<file path="config.mk">
export PLATFORM = sky130hd
export DESIGN_NAME = fir_coeff_ctrl
export DESIGN_NICKNAME = d
export VERILOG_FILES = /design/src/rtl/fir_coeff_ctrl.sv
export SDC_FILE = /design/constraint.sdc
export NUM_CORES = 1
export LEC_CHECK = 0
export ABC_AREA = 1
export CELL_PAD_IN_SITES_DETAIL_PLACEMENT = 1
export CELL_PAD_IN_SITES_GLOBAL_PLACEMENT = 1
export CORE_ASPECT_RATIO = 1.2
export CORE_UTILIZATION = 30
export CTS_CLUSTER_SIZE = 12
export DETAILED_ROUTE_END_ITERATION = 10
export PLACE_DENSITY = 0.7
export REMOVE_ABC_BUFFERS = 1
export SLEW_MARGIN = 20
export SYNTH_ARGS = -nofsm -noshare
export SYNTH_HDL_FRONTEND = slang
export SYNTH_HIERARCHICAL = 1
export SYNTH_SLANG_ARGS = --single-unit
</file>
<file path="constraint.sdc">
create_clock -name clk -period 5.6 [get_ports clk]
set_input_delay 1.12 -clock clk [delete_from_list [all_inputs] [get_ports clk]]
set_output_delay 1.12 -clock clk [all_outputs]
set_load 0.05 [all_outputs]
</file>
<file path="src/rtl/fir_coeff_ctrl.sv">
// ---------------------------------------------------------------------------
// fir_coeff_ctrl
//   AXI-Lite (write-only) controlled coefficient store for a 5x5 FIR kernel.
//   Software writes a shadow set of taps and a shift, then issues a commit.
//   At the next rising edge of vs_i the whole shadow set moves into the active
//   set at once, so the filter never sees a half-updated kernel in a frame.
//
//   Ports
//     clk, rst         : clock, synchronous active-low reset
//     axi_aw* / axi_w* : write address / data channels (either order)
//     axi_b*           : write response (OKAY, or SLVERR for bad index)
//     vs_i             : vertical sync, rising edge = frame boundary
//     coeff_o          : active taps, tap k at [k*COEFF_W +: COEFF_W]
//     shift_o          : active normalisation shift
//     coeff_upd_o      : one-cycle pulse, first cycle the new set is visible
//     pending_o        : committed shadow set waiting for a boundary
//
//   Register map (word index = awaddr[7:2]):
//     0..NUM_COEFF-1 : shadow tap, NUM_COEFF : shadow shift,
//     NUM_COEFF+1    : control (bit0 = commit), above : SLVERR
// ---------------------------------------------------------------------------

// One shadow/active register pair. The copy reads the shadow value from
// before any same-cycle write, which is what non-blocking order gives us.
module fir_coeff_tap #(
  parameter int           W       = 8,
  parameter logic [W-1:0] RST_VAL = '0
) (
  input  logic         clk,
  input  logic         rst,
  input  logic         wr_en,
  input  logic [W-1:0] wr_data,
  input  logic         copy,
  output logic [W-1:0] active
);
  logic [W-1:0] shadow;

  always_ff @(posedge clk) begin
    if (!rst) begin
      shadow <= RST_VAL;
      active <= RST_VAL;
    end else begin
      if (wr_en) shadow <= wr_data;
      if (copy)  active <= shadow;
    end
  end
endmodule

module fir_coeff_ctrl #(
  parameter int NUM_COEFF = 25,
  parameter int COEFF_W   = 8
) (
  input  logic                         clk,
  input  logic                         rst,
  input  logic [31:0]                  axi_awaddr,
  input  logic                         axi_awvalid,
  output logic                         axi_awready,
  input  logic [31:0]                  axi_wdata,
  input  logic [3:0]                   axi_wstrb,
  input  logic                         axi_wvalid,
  output logic                         axi_wready,
  output logic [1:0]                   axi_bresp,
  output logic                         axi_bvalid,
  input  logic                         axi_bready,
  input  logic                         vs_i,
  output logic [NUM_COEFF*COEFF_W-1:0] coeff_o,
  output logic [3:0]                   shift_o,
  output logic                         coeff_upd_o,
  output logic                         pending_o
);
  // Data latch must cover both a tap and the 4-bit shift field.
  localparam int         DW        = (COEFF_W > 4) ? COEFF_W : 4;
  localparam int         CENTER    = NUM_COEFF / 2;
  localparam logic [5:0] IDX_SHIFT = 6'(NUM_COEFF);
  localparam logic [5:0] IDX_CTRL  = 6'(NUM_COEFF + 1);
  localparam logic [1:0] RESP_OKAY = 2'b00;
  localparam logic [1:0] RESP_SLV  = 2'b10;

  typedef struct packed {
    logic [5:0] idx;
  } aw_req_t;

  typedef struct packed {
    logic [DW-1:0] data;
    logic          strb0;
  } w_req_t;

  aw_req_t    aw_q;
  w_req_t     w_q;
  logic       aw_held, w_held;
  logic       bvalid_q;
  logic [1:0] bresp_q;
  logic       pending_q, vs_q, upd_q;

  logic aw_hs, w_hs, do_wr, idx_ok, wr_en, commit_wr, boundary, copy;

  // Only low byte lane and word index bits carry meaning.
  logic unused_bits;
  assign unused_bits = ^{axi_awaddr[31:8], axi_awaddr[1:0],
                         axi_wdata[31:DW], axi_wstrb[3:1]};

  assign axi_awready = !aw_held && !bvalid_q;
  assign axi_wready  = !w_held  && !bvalid_q;
  assign axi_bvalid  = bvalid_q;
  assign axi_bresp   = bresp_q;
  assign coeff_upd_o = upd_q;
  assign pending_o   = pending_q;

  assign aw_hs     = axi_awvalid && axi_awready;
  assign w_hs      = axi_wvalid  && axi_wready;
  assign do_wr     = aw_held && w_held;
  assign idx_ok    = aw_q.idx <= IDX_CTRL;
  assign wr_en     = do_wr && idx_ok && w_q.strb0;
  assign commit_wr = wr_en && (aw_q.idx == IDX_CTRL) && w_q.data[0];
  assign boundary  = vs_i && !vs_q;
  // A commit landing on the boundary itself defers the copy to the next one.
  assign copy      = boundary && pending_q && !commit_wr;

  // Payload latches; qualified by the held flags, so no reset needed.
  always_ff @(posedge clk) begin
    if (aw_hs) aw_q.idx <= axi_awaddr[7:2];
    if (w_hs) begin
      w_q.data  <= axi_wdata[DW-1:0];
      w_q.strb0 <= axi_wstrb[0];
    end
  end

  always_ff @(posedge clk) begin
    if (!rst) begin
      aw_held   <= 1'b0;
      w_held    <= 1'b0;
      bvalid_q  <= 1'b0;
      bresp_q   <= RESP_OKAY;
      pending_q <= 1'b0;
      vs_q      <= 1'b0;
      upd_q     <= 1'b0;
    end else begin
      vs_q  <= vs_i;
      upd_q <= copy;
      if (do_wr) begin
        aw_held  <= 1'b0;
        w_held   <= 1'b0;
        bvalid_q <= 1'b1;
        bresp_q  <= idx_ok ? RESP_OKAY : RESP_SLV;
      end else begin
        if (aw_hs) aw_held <= 1'b1;
        if (w_hs)  w_held  <= 1'b1;
        if (bvalid_q && axi_bready) bvalid_q <= 1'b0;
      end
      if (commit_wr)  pending_q <= 1'b1;
      else if (copy)  pending_q <= 1'b0;
    end
  end

  // Reset kernel is pass-through: unity gain 16 at the centre, shift 4.
  for (genvar k = 0; k < NUM_COEFF; k++) begin : g_tap
    fir_coeff_tap #(
      .W       (COEFF_W),
      .RST_VAL ((k == CENTER) ? COEFF_W'(16) : COEFF_W'(0))
    ) u_tap (
      .clk     (clk),
      .rst     (rst),
      .wr_en   (wr_en && (aw_q.idx == 6'(k))),
      .wr_data (w_q.data[COEFF_W-1:0]),
      .copy    (copy),
      .active  (coeff_o[k*COEFF_W +: COEFF_W])
    );
  end

  fir_coeff_tap #(
    .W       (4),
    .RST_VAL (4'd4)
  ) u_shift (
    .clk     (clk),
    .rst     (rst),
    .wr_en   (wr_en && (aw_q.idx == IDX_SHIFT)),
    .wr_data (w_q.data[3:0]),
    .copy    (copy),
    .active  (shift_o)
  );
endmodule

</file>
---- After elaboration in Yosys (flattened, before gate mapping) ----
Cells that the tools add are included.
W data, S select, Z words.
cells by class
  order comparisons ....................... 1
  eq/ne operators ......................... 26
  mux-type cells .......................... 5
  bitwise gates (word level) .............. 1
  reduce and logical (&&, ||, !) cells .... 48
operators by type and width
  kind                  count
  $eq A6 B5 Y1 const B  11
  $eq A6 B4 Y1 const B  8
  $logic_and A1 B1 Y1   39
  $eq A6 B3 Y1 const B  4
  $eq A6 B2 Y1 const B  2
  $eq A6 B1 Y1 const B  1
  $le A6 B5 Y1 const B  1
  $logic_not A6 Y1      1
  $logic_not A1 Y1      5
  $mux W1               4
  $reduce_bool A2 Y1    2
  $mux W2               1
  $reduce_or A2 Y1      1
  $not A1 Y1            1
storage, ports and cells
  register bits after elaboration ......... 431
  word-level logic and storage cells ...... 143

---- Longest topological paths before layout ----
Gate-level depths: netlist of run 1.
  word-level depth ........................ 9
  gate-level depth with buffers ........... 13
  depth with buffers taken out ............ 11

---- Cells and area by module ----
The synthesis of run 1 kept the hierarchy.
by module, submodules not included
  module                              times used  cells each  area each (sq um)
  fir_coeff_tap (g_tap[0].u_tap ...)  24          102         705.7
  fir_coeff_ctrl                      1           121         1097.3
  fir_coeff_tap (g_tap[12].u_tap)     1           100         691.9
  fir_coeff_tap (u_shift)             1           49          345.3

---- Worst setup path before layout of run 1 ----
OpenSTA, ideal clock, no wires.
  path type ............................... input-to-reg
  from .................................... input vs_i
  to ...................................... register g_tap[12].u_tap.active[4]
  arrival ................................. 3.360 ns
  required time ........................... 5.479 ns
  setup slack ............................. 2.119 ns
  cell stages on the path ................. 7
  path through ............................ nand3b_1 -> nor2_1 -> buf_6 -> buf_8 -> inv_1 -> nand2_1 -> nand3_1
on the way
  longest elaborated chain between the ends .. 3
RTL lines
  what                               RTL line  RTL
  start: declaration                 65        input logic vs_i,
  $logic_and A1 B1 Y1                115       assign boundary = vs_i && !vs_q;
  $logic_and A1 B1 Y1 (2 in series)  117       assign copy = boundary && pending_q && !commit_wr;
  net copy                           95        logic aw_hs, w_hs, do_wr, idx_ok, wr_en, commit_wr, boundary, copy;
  end signal: assignment             44        if (copy) active <= shadow;
  end: declaration                   34        output logic [W-1:0] active
The timed path passes the listed nets, and every way through them passes these cells.
A chain may end at the register's enable or synchronous reset.

---- Worst setup path after layout of run 1 ----
  from .................................... register bvalid_q, in the netlist axi_bvalid
  to ...................................... output axi_awready
on the way
  longest elaborated chain between the ends .. 2
RTL lines
  what                      RTL line  RTL
  start: declaration        91        logic bvalid_q;
  start signal: assignment  132       bvalid_q <= 1'b0;
  start signal: assignment  143       bvalid_q <= 1'b1;
  start signal: assignment  148       if (bvalid_q && axi_bready) bvalid_q <= 1'b0;
  $logic_not A1 Y1          102       assign axi_awready = !aw_held && !bvalid_q;
  $logic_and A1 B1 Y1       102
  end: declaration          57        output logic axi_awready,
No other way between the ends.

==> reports/qor.yml, run 1 <==
cells_and_area:
  area_growth_pct: 17.38
  multi_input_area_mm2: 0.006908
  mostFrequentLayoutCells: "823 x nor2_1, 727 x nand2_1, 424 x inv_1, 415 x dfxtp_1, 229 x clkdlybuf4s50_1"
  diodes: 0
  drive_gt1_share_pct: 8.262
  ff_latch_area_mm2: 0.008758
  layout_commonest_cell: "nor2_1"
  fillers: 7796
  final_net_count: 2944
floorplanning:
  row_count: 100
  start_util_pct: 30.55
  die_height_um: 278.2
  die_w_um: 232.2
  ioPinCount: 285
  coreArea_mm2: 0.06243
  dieArea_mm2: 0.06459
timing:
  setup_violations: 0
  hold_slack_ns: 0.4641
  fin_crit_ns: 3.015
  final.setup.tns_ns: 0
  slew_headroom_pct: 27.87
  slew_viol_final: 0
  min_period_over_period_pct: 53.84
  rsz0062_at_grt: "false"
  fmax_ghz: 0.3317
  fin_skew_ns: 0.007737
  hold_violations: 0
  tightest_slew_ns: 1.077
placement:
  gp_congestion: 0.7253
  portBuffers: 230
  dp.final_hpwl_um: 32750
drt:
  vias: 15510
  drt_iter0_drc: 582
  drc: 0
  vias_per_cell: 4.169
  wl_per_cell_um: 13.77
  drtPass1Iterations: 4
  drtAntennaViolNets: 0
  drt-total-wl_um: 51230
synthesis:
  synth.area.top_cells: "dfxtp_1 44%, nor2_1 16%, nand2_1 14%, inv_1 8.3%, buf_8 5.8%"
  netlist_instances: 2718
  synth_cell_type_count: 27
  synth_seq_area_share_pct: 45.93
  yosys.area.top_type: "dfxtp_1"
  ys_ff_latch: 430
  yosys_warnings: 6
  yosys.area.top_type_share_pct: 43.56
  synth_area_mm2: 0.01907
  syn_avg_cell_area_um2: 7.016
clock_tree:
  post_cts_buffers: 0
  htreeDepth: 2
  clockBufferDepth: 3
  cts_made_buffers: 47
  cts_resized: 0
  cts_tree: "built"
  ctsHoldBuffers: 0
  cts.clk_slew.worst_paths_ns: 0.06
  clock_sinks: 430
  cts-root-buf: "clkbuf_16"
  clock_latency_ns: 0.56
setup_path:
  slowest_delay_ns: 0.82
  crit_type: "reg -> out"
  endpoint_kind: "primary output"
  cp.arrival_ns: 1.90
  setup.worst_path.start_class: "flop"
  cp_num_buf_inv: 1
  path_delay_family: "buffers and inverters"
  crit_required_ns: 4.48
  cp_slowest_cell: "clkdlybuf4s50_1"
  crit_path_cell_trace: "nor2_1 > clkdlybuf4s50_1"
  cp_max_fo: 6
global_route:
  first_global_vias: 15760
  grt_pass1_wl_um: 82030
  grt_max_degree: 145
  grt_overflow: 0
  antenna_found_initial: 4
  grtUsageTotal_pct: 15.84
run_status:
  outcome: "complete, no violations"
power:
  net-switching-power_mw: 1.496
  pwr-share-seq_pct: 48.0
  p_int_mw: 4.964
  p_per_area_mw_per_mm2: 288.6
  vdd.ir_drop.worst_mv: 0.2242
  p_leak_nw: 9.244
  swShare_pct: 23.15
  power_frac_clock_pct: 47.2
  combPwrFrac_pct: 4.8
min_path:
  min_path_type: "reg -> reg"
flow_run:
  maxCapViolCount: 0
cell families (layout without fill, tap and decap cells):
| logic type | count (synthesis) | after routing | share of synthesized area (%) |
|---|---|---|---|
| simple gates | 1702 | 1702 | 35.50 |
| other cells | 1 | 1 | 0.01966 |
| compound gates | 4 | 4 | 0.1049 |
| flops | 430 | 430 | 45.93 |
| buf+inv | 581 | 768 | 18.45 |
tightest hold or removal path, delay by kind of cell, from the launching register on:
kind	cells	cell delay [ns]
flops	1	0.33
simple gates	2	0.10
per-layer routing:
layer  global-route usage [%]  vias up  share of wire, %
met1                    17.94     7257                43
li1                         -     8002                 -
met4                    4.217        8               2.1
met3                    2.961       68               3.5
met5                        0        -             0.098
met2                    29.78      178                52
cell usage after synthesis:
| cell | number |
|---|---|
| a21oi_1 | 3 |
| buf_4 | 26 |
| buf_6 | 53 |
| buf_8 | 74 |
| clkbuf_4 | 1 |
| conb_1 | 1 |
| dfxtp_1 | 415 |
| edfxtp_1 | 15 |
| inv_1 | 424 |
| inv_2 | 2 |
| inv_6 | 1 |
| nand2_1 | 727 |
| nand2_2 | 106 |
| nand2_4 | 1 |
| nand3_1 | 6 |
| nand3_2 | 1 |
| nand3_4 | 2 |
| nand3b_1 | 1 |
| nand4_1 | 2 |
| nand4_2 | 1 |
| nor2_1 | 834 |
| nor2_2 | 4 |
| nor2_4 | 2 |
| nor3_1 | 12 |
| nor3b_1 | 2 |
| nor4_1 | 1 |
| o21ai_0 | 1 |
metrics by stage:
stage / total power, mW / cells / util [%] / cell area (um2) / setup slack (ns)
floorplan: 3.334 / 2564 / - / 17160 / -9.851
global placement: 3.477 / 3637 / 33.33 / 20810 / 1.963
detailed placement: 3.487 / 3637 / 33.37 / 20830 / 1.932
CTS: 6.583 / 3721 / 35.80 / 22350 / 2.536
global route: 6.738 / 3721 / 35.85 / 22390 / 2.434
finish: 6.460 / 3721 / 35.85 / 22390 / 2.585
power groups by stage:
stage          clock network [mW]  logic (mW)  registers (mW)
3_5_place_dp                    0       0.317            3.17
4_1_cts                      3.16       0.319            3.10
6_report                     3.05       0.311            3.10
2_1_floorplan                   0       0.146            3.19
5_1_grt                      3.28       0.351            3.10
3_3_place_gp                    0       0.307            3.17
flip-flops by register name (all words and copies together), names as in the netlist, 4 cells and up:
register,flops
w_q,9
g_tap.u_tap/active,200
aw_q,6
g_tap.u_tap/shadow,200
u_shift/shadow,4
u_shift/active,4
area by class of cell:
class                      instances  area share [%]
clock buffer                      74           6.534
clock inverter                    10          0.2459
inverter                         427           7.182
multi-input combinational       1707           30.86
sequential                       430           39.13
tap                              816           4.561
timing repair buffer             257           11.49
final timing paths:
path	from	endpoint	slack (ns)	depth (start not counted)
worst max-delay path	axi_bvalid	axi_awready	2.59	2
worst max register to register	aw_q[5]	g_tap[16].u_tap/shadow[4]	2.75	8
worst min-delay path	u_shift/active[2]	u_shift/active[2]	0.46	2
worst min register to register	u_shift/active[2]	u_shift/active[2]	0.46	2
(Power assumes the default switching activity.)
==> inputs of run 2 (changes only) <==
==> constraint.sdc (replaced) <==
create_clock -name clk -period 3.2 [get_ports clk]
set_input_delay 0.64 -clock clk [delete_from_list [all_inputs] [get_ports clk]]
set_output_delay 0.64 -clock clk [all_outputs]
set_load 0.05 [all_outputs]
==> reports/qor.yml, run 2 (synthesis gave the netlist of run 1 again) <==
run_status:
  outcome: "complete, no violations"  # unchanged
cells_and_area:
  mostFrequentLayoutCells: "832 x nor2_1, 727 x nand2_1, 424 x inv_1, 415 x dfxtp_1, 229 x clkdlybuf4s50_1"  # was 823 x nor2_1, 727 x nand2_1, 424 x inv_1, 415 x dfxtp_1, 229 x clkdlybuf4s50_1
  fin_area_mm2: 0.02267  # was 0.02239 mm2
  top_regs: "g_tap.u_tap/active: 200 flops, g_tap.u_tap/shadow: 200 flops, w_q: 9 flops"  # unchanged
  area_growth_pct: 18.89  # was 17.38%
  layout_commonest_cell: "nor2_1"  # unchanged
  fillers: 7878  # was 7796
  diodes: 0  # unchanged
  final_net_count: 2972  # was 2944
  drive_gt1_share_pct: 8.865  # was 8.262%
  post-route-util_pct: 36.31  # was 35.85%
timing:
  min_period_over_period_pct: 80.16
  fmax_ghz: 0.3898
  tightest_slew_ns: 0.9109  # was 1.077 ns
  setup_violations: 0  # unchanged
  rsz0062_at_grt: "false"  # unchanged
  slew_headroom_pct: 39.27  # was 27.87%
  slew_viol_final: 0  # unchanged
  fin_crit_ns: 2.565
  final.setup.tns_ns: 0  # unchanged
  fin_skew_ns: 0.01737  # was 0.007737 ns
  hold_violations: 0  # unchanged
global_route:
  grt_pass1_wl_um: 84040  # was 82030 um
  grt_max_degree: 83  # was 145
  first_global_vias: 16400  # was 15760
  grt_overflow: 0  # unchanged
  antenna_found_initial: 1  # was 4
  grtUsageTotal_pct: 16.20  # was 15.84%
power:
  power_frac_clock_pct: 48.2  # was 47.2%
  fin_total_pwr_mw: 11.56  # was 6.460 mW
  p_per_area_mw_per_mm2: 510.0  # was 288.6 mW/mm2
  combPwrFrac_pct: 4.8  # about the same
  vdd.ir_drop.worst_mv: 0.3790  # was 0.2242 mV
  p_int_mw: 8.896  # was 4.964 mW
  net-switching-power_mw: 2.667  # was 1.496 mW
  p_leak_nw: 9.391  # was 9.244 nW
  swShare_pct: 23.07  # was 23.15%
  pwr-share-seq_pct: 47.1  # was 48.0%
setup_path:
  cp.arrival_ns: 1.93  # was 1.90 ns
  cp_max_fo: 6  # unchanged
  path_delay_family: "buffers and inverters"  # unchanged
  slowest_delay_ns: 0.87  # was 0.82 ns
  crit_path_cell_trace: "clkdlybuf4s50_1"  # was nor2_1 > clkdlybuf4s50_1
  cp_num_buf_inv: 1  # unchanged
  crit_required_ns: 2.56  # was 4.48 ns
  crit_type: "reg -> out"  # unchanged
  setup.worst_path.start_class: "flop"  # unchanged
  endpoint_kind: "primary output"  # unchanged
  cp_slowest_cell: "clkdlybuf4s50_1"  # unchanged
clock_tree:
  ctsHoldBuffers: 0  # unchanged
  post_cts_buffers: 0  # unchanged
  cts_made_buffers: 48  # was 47
  clockBufferDepth: 3  # unchanged
  cts_resized: 0  # unchanged
  clock_sinks: 430  # unchanged
  clock_latency_ns: 0.58  # was 0.56 ns
  cts-root-buf: "clkbuf_16"  # unchanged
  cts_tree: "built"  # unchanged
  cts.clk_slew.worst_paths_ns: 0.06  # about the same
  htreeDepth: 2  # unchanged
floorplanning:
  start_util_pct: 30.55  # unchanged
  die_w_um: 232.2  # unchanged
  coreArea_mm2: 0.06243  # unchanged
  ioPinCount: 285  # unchanged
  dieArea_mm2: 0.06459  # unchanged
  row_count: 100  # unchanged
  die_height_um: 278.2  # unchanged
drt:
  drtPass1Iterations: 4  # unchanged
  drtAntennaViolNets: 0  # unchanged
  vias_per_cell: 4.185  # was 4.169
  drt_iter0_drc: 551  # was 582
  wl_per_cell_um: 13.78  # was 13.77 um
  drc: 0  # unchanged
  drt-total-wl_um: 51660  # was 51230 um
  vias: 15690  # was 15510
placement:
  placed_cell_area_mm2: 0.02108  # was 0.02083 mm2
  portBuffers: 230  # unchanged
  gp_congestion: 0.7156  # was 0.7253
  dp.final_hpwl_um: 33800  # was 32750 um
flow_run:
  maxCapViolCount: 0  # unchanged
min_path:
  min_path_type: "reg -> reg"  # unchanged
## run 2: cell type report
| cell class | count | area (um2) | area share, % |
|---|---|---|---|
| clock buffers | 73 | 1469 | 6.479 |
| multi-input cells | 1707 | 6849 | 30.21 |
| clock inverters | 12 | 122.6 | 0.5408 |
| flip-flops and latches | 430 | 8758 | 38.63 |
| repair buffers | 284 | 2845 | 12.55 |
| well taps | 816 | 1021 | 4.503 |
| inverters | 427 | 1608 | 7.091 |
## run 2: path summary, 6_finish.rpt
check,to,depth (start not counted),slack [ns],startpoint
setup / recovery,axi_bvalid,1,0.63,axi_bvalid
hold / removal,u_shift/active[2],2,0.47,u_shift/active[2]
hold reg to reg,u_shift/active[2],2,0.47,u_shift/active[2]
setup reg to reg,g_tap[13].u_tap/shadow[4],9,0.91,w_held
## run 2: power by group through the flow
stage	clock network [mW]	registers [mW]	logic (mW)
finish	5.57	5.44	0.550
CTS	5.78	5.44	0.567
global placement	0	5.57	0.538
global route	5.96	5.44	0.621
floorplan	0	5.58	0.256
detailed placement	0	5.56	0.564
## run 2: per-stage QoR
step	instances	setup WS, ns	hold slack [ns]
floorplan	2564	-11.84	0.4287
global placement	3663	0.6149	0.4399
detailed placement	3664	0.5926	0.4556
CTS	3749	0.6053	0.4709
global route	3749	0.5750	0.4911
finish	3749	0.6348	0.4671
## run 2: metal layers
| layer | routed length, um | GRT usage [%] |
|---|---|---|
| met3 | 1782 | 2.879 |
| met5 | 13 | 0 |
| met2 | 26420 | 30.23 |
| met4 | 1104 | 4.369 |
| met1 | 22340 | 18.59 |
